File: src/rtl/dcache_refill_unit_if.sv
// Signal bundle between the L1 data cache, the refill unit and the memory bus.
// The master modport is the refill unit's side; the slave modport is the cache/memory side.
interface dcache_refill_unit_if #(
  parameter int unsigned LINE_SIZE  = 512,
  parameter int unsigned BEAT_WIDTH = 64,
  parameter int unsigned ADDR_WIDTH = 64
) ();
  logic                  l1req_vld_i;
  logic                  l1req_ack_o;
  logic                  l1req_rd_i;
  logic [ADDR_WIDTH-1:0] l1req_addr_i;
  logic                  resp_vld_o;
  logic [LINE_SIZE-1:0]  resp_data_o;
  logic                  mem_req_vld_o;
  logic                  mem_req_rdy_i;
  logic [ADDR_WIDTH-1:0] mem_req_addr_o;
  logic                  mem_rsp_vld_i;
  logic [BEAT_WIDTH-1:0] mem_rsp_data_i;
  logic                  flush_i;

  modport master (
    input  l1req_vld_i, l1req_rd_i, l1req_addr_i, mem_req_rdy_i, mem_rsp_vld_i,
           mem_rsp_data_i, flush_i,
    output l1req_ack_o, resp_vld_o, resp_data_o, mem_req_vld_o, mem_req_addr_o
  );

  modport slave (
    output l1req_vld_i, l1req_rd_i, l1req_addr_i, mem_req_rdy_i, mem_rsp_vld_i,
           mem_rsp_data_i, flush_i,
    input  l1req_ack_o, resp_vld_o, resp_data_o, mem_req_vld_o, mem_req_addr_o
  );
endinterface

File: src/rtl/dcache_refill_unit.sv
// L1 data-cache miss/refill engine: one outstanding line miss, fetched from memory as
// BEATS sequential beats and returned to the cache as a single-cycle full-line response.
module dcache_refill_unit #(
  parameter int unsigned LINE_SIZE    = 512,
  parameter int unsigned BEAT_WIDTH   = 64,
  parameter int unsigned ADDR_WIDTH   = 64,
  parameter int unsigned OFFSET_WIDTH = 6
) (
  input logic                  clk,
  input logic                  rst,
  dcache_refill_unit_if.master bus
);
  localparam int unsigned BEATS = LINE_SIZE / BEAT_WIDTH;
  localparam int unsigned CNT_W = $clog2(BEATS);

  typedef enum logic [1:0] {StIdle, StReq, StFill, StResp} state_e;

  state_e                state_q, state_d;
  logic [ADDR_WIDTH-1:0] addr_q, addr_d;
  logic [CNT_W-1:0]      beat_cnt_q, beat_cnt_d;
  logic                  drop_q, drop_d;
  logic [LINE_SIZE-1:0]  line_q, line_d;
  logic                  ack, mem_req_vld, resp_vld;

  // Loads and stores refill identically; the offset is discarded by line alignment.
  logic unused_sigs;
  assign unused_sigs = ^{bus.l1req_rd_i, bus.l1req_addr_i[OFFSET_WIDTH-1:0]};

  always_comb begin
    state_d     = state_q;
    addr_d      = addr_q;
    beat_cnt_d  = beat_cnt_q;
    drop_d      = drop_q;
    line_d      = line_q;
    ack         = 1'b0;
    mem_req_vld = 1'b0;
    resp_vld    = 1'b0;
    unique case (state_q)
      StIdle: begin
        ack = bus.l1req_vld_i & ~bus.flush_i;
        if (ack) begin
          addr_d     = {bus.l1req_addr_i[ADDR_WIDTH-1:OFFSET_WIDTH], {OFFSET_WIDTH{1'b0}}};
          drop_d     = 1'b0;
          beat_cnt_d = '0;
          state_d    = StReq;
        end
      end
      StReq: begin
        mem_req_vld = 1'b1;
        if (bus.mem_req_rdy_i) begin
          // Memory has committed to the read, so a flush can only suppress the response.
          state_d = StFill;
          if (bus.flush_i) drop_d = 1'b1;
        end else if (bus.flush_i) begin
          state_d = StIdle;
        end
      end
      StFill: begin
        if (bus.flush_i) drop_d = 1'b1;
        if (bus.mem_rsp_vld_i) begin
          line_d[int'(beat_cnt_q)*BEAT_WIDTH +: BEAT_WIDTH] = bus.mem_rsp_data_i;
          beat_cnt_d = beat_cnt_q + CNT_W'(1);
          if (beat_cnt_q == CNT_W'(BEATS - 1)) state_d = StResp;
        end
      end
      StResp: begin
        resp_vld = ~drop_q & ~bus.flush_i;
        state_d  = StIdle;
      end
      default: state_d = StIdle;
    endcase
  end

  always_ff @(posedge clk or posedge rst) begin
    if (rst) begin
      state_q    <= StIdle;
      addr_q     <= '0;
      beat_cnt_q <= '0;
      drop_q     <= 1'b0;
      line_q     <= '0;
    end else begin
      state_q    <= state_d;
      addr_q     <= addr_d;
      beat_cnt_q <= beat_cnt_d;
      drop_q     <= drop_d;
      line_q     <= line_d;
    end
  end

  assign bus.l1req_ack_o    = ack;
  assign bus.mem_req_vld_o  = mem_req_vld;
  assign bus.mem_req_addr_o = addr_q;
  assign bus.resp_vld_o     = resp_vld;
  assign bus.resp_data_o    = line_q;
endmodule
File: src/flat_wrapper.sv
// flat-port wrapper written by rule: the top's interface ports become plain ports
module dcache_refill_unit_flat 
#(
  parameter int unsigned LINE_SIZE    = 512,
  parameter int unsigned BEAT_WIDTH   = 64,
  parameter int unsigned ADDR_WIDTH   = 64,
  parameter int unsigned OFFSET_WIDTH = 6
)
  (clk, rst, bus_l1req_vld_i, bus_l1req_rd_i, bus_l1req_addr_i, bus_mem_req_rdy_i, bus_mem_rsp_vld_i, bus_mem_rsp_data_i, bus_flush_i, bus_l1req_ack_o, bus_resp_vld_o, bus_resp_data_o, bus_mem_req_vld_o, bus_mem_req_addr_o);
  dcache_refill_unit_if #(.LINE_SIZE(LINE_SIZE), .BEAT_WIDTH(BEAT_WIDTH), .ADDR_WIDTH(ADDR_WIDTH)) bus_i ();
  input logic clk;
  input logic rst;
  input wire logic [$bits(bus_i.l1req_vld_i)-1:0] bus_l1req_vld_i;
  input wire logic [$bits(bus_i.l1req_rd_i)-1:0] bus_l1req_rd_i;
  input wire logic [$bits(bus_i.l1req_addr_i)-1:0] bus_l1req_addr_i;
  input wire logic [$bits(bus_i.mem_req_rdy_i)-1:0] bus_mem_req_rdy_i;
  input wire logic [$bits(bus_i.mem_rsp_vld_i)-1:0] bus_mem_rsp_vld_i;
  input wire logic [$bits(bus_i.mem_rsp_data_i)-1:0] bus_mem_rsp_data_i;
  input wire logic [$bits(bus_i.flush_i)-1:0] bus_flush_i;
  output wire logic [$bits(bus_i.l1req_ack_o)-1:0] bus_l1req_ack_o;
  output wire logic [$bits(bus_i.resp_vld_o)-1:0] bus_resp_vld_o;
  output wire logic [$bits(bus_i.resp_data_o)-1:0] bus_resp_data_o;
  output wire logic [$bits(bus_i.mem_req_vld_o)-1:0] bus_mem_req_vld_o;
  output wire logic [$bits(bus_i.mem_req_addr_o)-1:0] bus_mem_req_addr_o;
  assign bus_i.l1req_vld_i = bus_l1req_vld_i;
  assign bus_i.l1req_rd_i = bus_l1req_rd_i;
  assign bus_i.l1req_addr_i = bus_l1req_addr_i;
  assign bus_i.mem_req_rdy_i = bus_mem_req_rdy_i;
  assign bus_i.mem_rsp_vld_i = bus_mem_rsp_vld_i;
  assign bus_i.mem_rsp_data_i = bus_mem_rsp_data_i;
  assign bus_i.flush_i = bus_flush_i;
  assign bus_l1req_ack_o = bus_i.l1req_ack_o;
  assign bus_resp_vld_o = bus_i.resp_vld_o;
  assign bus_resp_data_o = bus_i.resp_data_o;
  assign bus_mem_req_vld_o = bus_i.mem_req_vld_o;
  assign bus_mem_req_addr_o = bus_i.mem_req_addr_o;
  dcache_refill_unit #(.LINE_SIZE(LINE_SIZE), .BEAT_WIDTH(BEAT_WIDTH), .ADDR_WIDTH(ADDR_WIDTH), .OFFSET_WIDTH(OFFSET_WIDTH)) u_core (.clk(clk), .rst(rst), .bus(bus_i));
endmodule
File: config.mk
export PLATFORM = sky130hd
export DESIGN_NAME = dcache_refill_unit_flat
export DESIGN_NICKNAME = d
export VERILOG_FILES = /design/src/rtl/dcache_refill_unit_if.sv /design/src/rtl/dcache_refill_unit.sv /design/src/flat_wrapper.sv
export SDC_FILE = /design/constraint.sdc
export NUM_CORES = 1
export LEC_CHECK = 0
export CORE_AREA = 2 2 281 283
export CTS_CLUSTER_DIAMETER = 60
export DETAILED_ROUTE_END_ITERATION = 10
export DIE_AREA = 0 0 283 285
export PLACE_DENSITY = 0.67
export REMOVE_ABC_BUFFERS = 1
export SLEW_MARGIN = 20
export SYNTH_ARGS = -nofsm -noshare
export SYNTH_HDL_FRONTEND = slang
export SYNTH_SLANG_ARGS = --single-unit
File: constraint.sdc
create_clock -name clk -period 23.6 [get_ports clk]
set_input_delay 3.54 -clock clk [delete_from_list [all_inputs] [get_ports clk]]
set_output_delay 3.54 -clock clk [all_outputs]
set_load 0.005 [all_outputs]
# Word-level counts from Yosys, hierarchy flattened
# Index checks and enable logic that the tools add are counted.
dict set report totals {
  regBits 576
  latch_bits 0
  ram_bits 0
  mem_bits_ro 0
  output_inout_bits 579
  word_cells 47
  memories 0
}
dict set report op_classes {
  n_addsub 2
  multipliers 0
  n_div 0
  magnitude_cmp 0
  eq_ne 9
  n_shift 2
  muxes 17
  bitwise 4
  n_reduce_logical 8
}
# op n
set ops {}
lappend ops {{bitwise mux 512 bit} 1}
lappend ops {{variable shift 64 x 34 -> 512 bit, first input constant} 1}
lappend ops {{variable part select 64 x 34 -> 512 bit} 1}
lappend ops {{negation 9 -> 34 bit} 1}
lappend ops {{two-way mux 2 bit} 5}
lappend ops {{case mux 2 bit (4 select lines)} 1}
lappend ops {{two-way mux 1 bit} 6}
lappend ops {{two-way mux 3 bit} 2}
lappend ops {{case mux 3 bit (2 select lines)} 1}
lappend ops {{AND reduction 3 bit} 2}
lappend ops {{equality test 2 bit, second input constant} 2}
lappend ops {{inequality test 2 x 1 -> 1 bit, second input constant} 2}
lappend ops {{inequality test 2 bit, second input constant} 2}
lappend ops {{AND reduction 2 bit} 2}
lappend ops {{AND reduction 4 bit} 1}
lappend ops {{adder 3 x 1 -> 3 bit, second input constant} 1}
lappend ops {{equality test 3 bit, second input constant} 1}
lappend ops {{inequality test 3 bit, second input constant} 1}
lappend ops {{case mux 1 bit (3 select lines)} 1}
lappend ops {{nonzero test 3 bit} 1}
lappend ops {{AND 1 bit} 2}
lappend ops {{equality test 2 x 1 -> 1 bit, second input constant} 1}
lappend ops {{logical NOT 2 bit} 1}
lappend ops {{NOT 1 bit} 2}
lappend ops {{nonzero test 2 bit} 1}

# Depth between registers and ports, before layout
dict set report depth {
  ltp_word 4
  ltp_mapped 12
}

# Least setup slack after synthesis
# No wires, ideal clock.
dict set report synth_path {
  kind {input to output}
  from {in bus_l1req_vld_i}
  to {out bus_l1req_ack_o}
  arrival_ns 4.318
  required_ns 20.060
  setup_slack_ns 15.742
  path_stages 5
  path_buffers 2
  path_cell_list {nand2_1 -> or2_2 -> clkbuf_1 -> inv_2 -> clkbuf_1}
}
dict set report synth_via {
  elab_chain_len 2
}
# element line_no
set synth_rtl {}
lappend synth_rtl {{start, declared} flat_wrapper.sv:13} ;# input wire logic [$bits(bus_i.l1req_vld_i)-1:0] bus_l1req_vld_i;
lappend synth_rtl {{AND 1 bit} dcache_refill_unit.sv:40} ;# ack = bus.l1req_vld_i & ~bus.flush_i;
lappend synth_rtl {{two-way mux 1 bit} dcache_refill_unit.sv:38} ;# unique case (state_q)
lappend synth_rtl {{end, declared} flat_wrapper.sv:20} ;# output wire logic [$bits(bus_i.l1req_ack_o)-1:0] bus_l1req_ack_o;
# Every way passes these cells.

# Final worst setup path
# Same ends and word-level chain as after synthesis.

==> flow_results.org <==
** Yosys
- Leading area contributor after synthesis :: dfrtp_1
- #FFs+latches synth :: 576
- In the post-synthesis netlist, the cell with the most instances is nand2_1.
- Async SR Flop Fraction :: 100%
- Synthesized instance count :: 2469
- By count the netlist is led by nand2_1, dfrtp_1, nand3_1.
- Counting flops with a built-in enable in the synthesized netlist gives 0.
- By area the synthesized netlist is led by dfrtp_1, nand2_1, nand3_1.
- Portion of synthesized cell area occupied by the leading cell type :: 62.6%
- Sequential cells were found to cover 62.6% of the synthesized design area.
- The most used flip-flop cell after synthesis is dfrtp_1.
- Mean instance size in the synthesized netlist :: 9.33 um^2
- Yosys warning total :: 0
- Number of distinct library cell variants in the gate-level netlist after synthesis :: 38
- The synthesized netlist occupies a cell area of 23000 um^2.

** GRT
- Entering global routing, the biggest net connects 160 pins.
- Via count of the first global-routing pass :: 19400
- Overall routing resource usage :: 20.1%
- Antenna violations before repair :: 1
- Wire length of the first global-routing pass :: 125000 um
- Summed over all layers, the global routing overflow is 0.

** STA
- The routed design could run at a clock period as short as 9.33 ns.
- Max-slew violation count :: 0
- For this run, the top clock speed supported by timing is 107 MHz.
- The worst pin sits at a relative slew slack of 29.4%.
- Setup repair after global routing left no endpoint under its margin.
- Number of setup violations in the final report :: 0
- Worst Slack Setup Final :: 14.27 ns
- TNS Setup :: 0 ns
- At the pin with the least slew margin, the transition time is 1.06 ns.
- The hold violation total from the final report was 0.
- After layout, the worst path uses 39.6% of the clock period.
- The clock arrives with 0.0237 ns of skew.

** Layout
- With fillers left out, the area of the finished cells amounts to 33000 um^2.
- Layout overhead on the synthesized area :: 43.3%
- Fraction of final layout cells sized beyond drive strength 1 :: 7.19%
- 0 antenna diodes ended up in the layout.
- After filler insertion, the fill cell instance count of the layout stands at 7504.
- At the end of the flow, the number of nets in the layout was 3186.
- Non-filler cells in the finished layout :: 4138

** Min path
- Class of the tightest hold or removal check :: reg -> reg

** Pwr
- Power per cell area :: 84.4 nW/um^2
- The worst-case IR drop observed on VDD is 58.4 uV.
- Leakage Power :: 0.0151 uW
- Power Total :: 2780 uW

** Route
- Violation count after the first detailed-route iteration :: 1278
- Wirelength, routed :: 82000 um
- After detailed routing, the average wire length per cell comes to 19.8 um.
- The first TritonRoute pass finished after 5 iterations.
- Summing over every cut layer, the via total after detailed routing is 19000.
- Post-DRT Antenna Nets :: 0
- Detailed-route DRC error count :: 0
- Dividing the detail-routed via count by the number of cells gives 4.59.

** Placed design
- Prior to clock tree synthesis, the placed netlist has a worst setup slack of 14.24 ns.
- Weighted congestion at the end of routability-driven global placement :: 0.803
- The count of buffers added on input and output ports is 700.
- Cell total after placement :: 4019
- Post-placement cell area :: 30800 um^2
- DPL Wire Length :: 52300 um

** Worst setup path
- The worst setup path is captured at an output pin.
- Crit path required time :: 20.06 ns
- Highest fanout seen on the critical path :: 59
- The worst setup path is launched from an input port.
- Data on the critical path arrives at its endpoint at 5.79 ns.
- Critical path type :: in -> out

** Status
- Result of the run :: finished, final reports clean

** Clocking
- TritonCTS built the clock tree.
- The longest clock path from root to sink contains 3 buffers.
- Setup Buffers After CTS :: 0
- The later pin in the worst-skew pair is clocked with a latency of 0.59 ns.
- Number of buffers added by the clock tree synthesis step :: 69
- Number of sinks handled by clock tree synthesis :: 576
- Once the clock tree was built, the resizer swapped 0 gates to a different size.
- The H-tree was split into 3 levels.
- Root buffer cell :: clkbuf_16
- Clock-pin slew was measured on the worst setup and hold paths at 0.05 ns.
- Buffers inserted to repair hold after CTS numbered 0.

** Die
- Row generation in the floorplan step produced 103 rows.
- Area of the die :: 80700 um^2
- The die is 283 um wide.
- Pin placement for this block handled 714 I/O pins.
- Once the floorplan was initialized, standard cells occupied 29.5% of the core.
- Core area :: 78000 um^2
- The die is 285 um tall.

** Job
- Max-cap violations :: 0
[area by class of cell]
cell class	count	area (um^2)	share of cell area, %
Clock buffer	98	1990	6.03
Clock inverter	20	229	0.694
Inverter	73	287	0.868
Multi-Input combinational cell	1592	7500	22.7
Sequential cell	576	14400	43.7
Tap cell	1050	1310	3.98
Timing Repair Buffer	729	7260	22.0
[where the power goes]
part           internal [uW]  leakage [uW]  switching [uW]
registers               1090       0.00751            56.4
clock network            622       0.00109             431
logic                    292       0.00649             290
[per-layer routing]
metal  vias up  wire, um  GRT usage [%]
li1       8990         -              -
met1      9220     34300           25.0
met2       632     39400           33.6
met3       131      5880           5.22
met4         2      2450           7.27
met5         -        13              0
[cell families after synthesis]
group,synth area share [%]
compound gates,6.01
fa+ha+maj,0.543
buf+inv,5.51
flops,62.6
mux,3.17
other cells,0.0163
simple gates,22.2
[cell usage in the layout (no fill, tap or decap), types with 5 or more instances in the layout]
| master | count |
|---|---|
| clkbuf_8 | 11 |
| dfrtp_1 | 576 |
| clkinv_2 | 8 |
| mux2_2 | 64 |
| inv_1 | 71 |
| clkbuf_1 | 16 |
| o21ai_1 | 22 |
| ha_1 | 10 |
| clkbuf_16 | 71 |
| buf_4 | 26 |
| nand3_1 | 256 |
| conb_1 | 6 |
| nor2_1 | 5 |
| nor2_4 | 8 |
| o21ai_0 | 235 |
| nand2_1 | 949 |
| clkdlybuf4s50_1 | 700 |
| nand2b_1 | 5 |
[worst paths after layout]
path / cells after the start / endpoint / startpoint / slack [ns]
worst max-delay path: 6 / bus_l1req_ack_o / bus_l1req_vld_i / 14.27
worst min-delay path: 2 / u_core.bus.resp_data_o[194]$_DFFE_PP0P_ / u_core.bus.resp_data_o[194]$_DFFE_PP0P_ / 0.46
worst max register to register: 9 / u_core.bus.resp_data_o[311]$_DFFE_PP0P_ / u_core.beat_cnt_q[0]$_DFFE_PP0P_ / 19.31
worst min register to register: 2 / u_core.bus.resp_data_o[194]$_DFFE_PP0P_ / u_core.bus.resp_data_o[194]$_DFFE_PP0P_ / 0.46
max in group asynchronous: 4 / u_core.bus.resp_data_o[58]$_DFFE_PP0P_ / rst / 17.75
min in group asynchronous: 2 / u_core.bus.mem_req_addr_o[28]$_DFFE_PP0P_ / rst / 3.52
[worst max-delay path, stage by stage]
cell,delay (ns)
clkdlybuf4s50_1,0.48
nand2_1,0.07
or2_4,0.46
inv_2,0.10
buf_4,0.50
clkdlybuf4s50_1,0.62
[per-stage QoR]
stage	util (%)	hold WS, ns
floorplan	-	0.463
global placement	39.4	0.448
detailed placement	39.4	0.454
CTS	42.3	0.467
global route	42.3	0.475
finish	42.3	0.461
[registers in the layout, indices dropped and copies added, names as in the netlist, named ones only]
| signal | flops |
|---|---|
| u_core.drop_q | 1 |
| u_core.state_q | 1 |
| u_core.bus.resp_data_o | 512 |
| u_core.bus.mem_req_addr_o | 58 |
| u_core.beat_cnt_q | 3 |
Power figures use the tool's default switching activity.
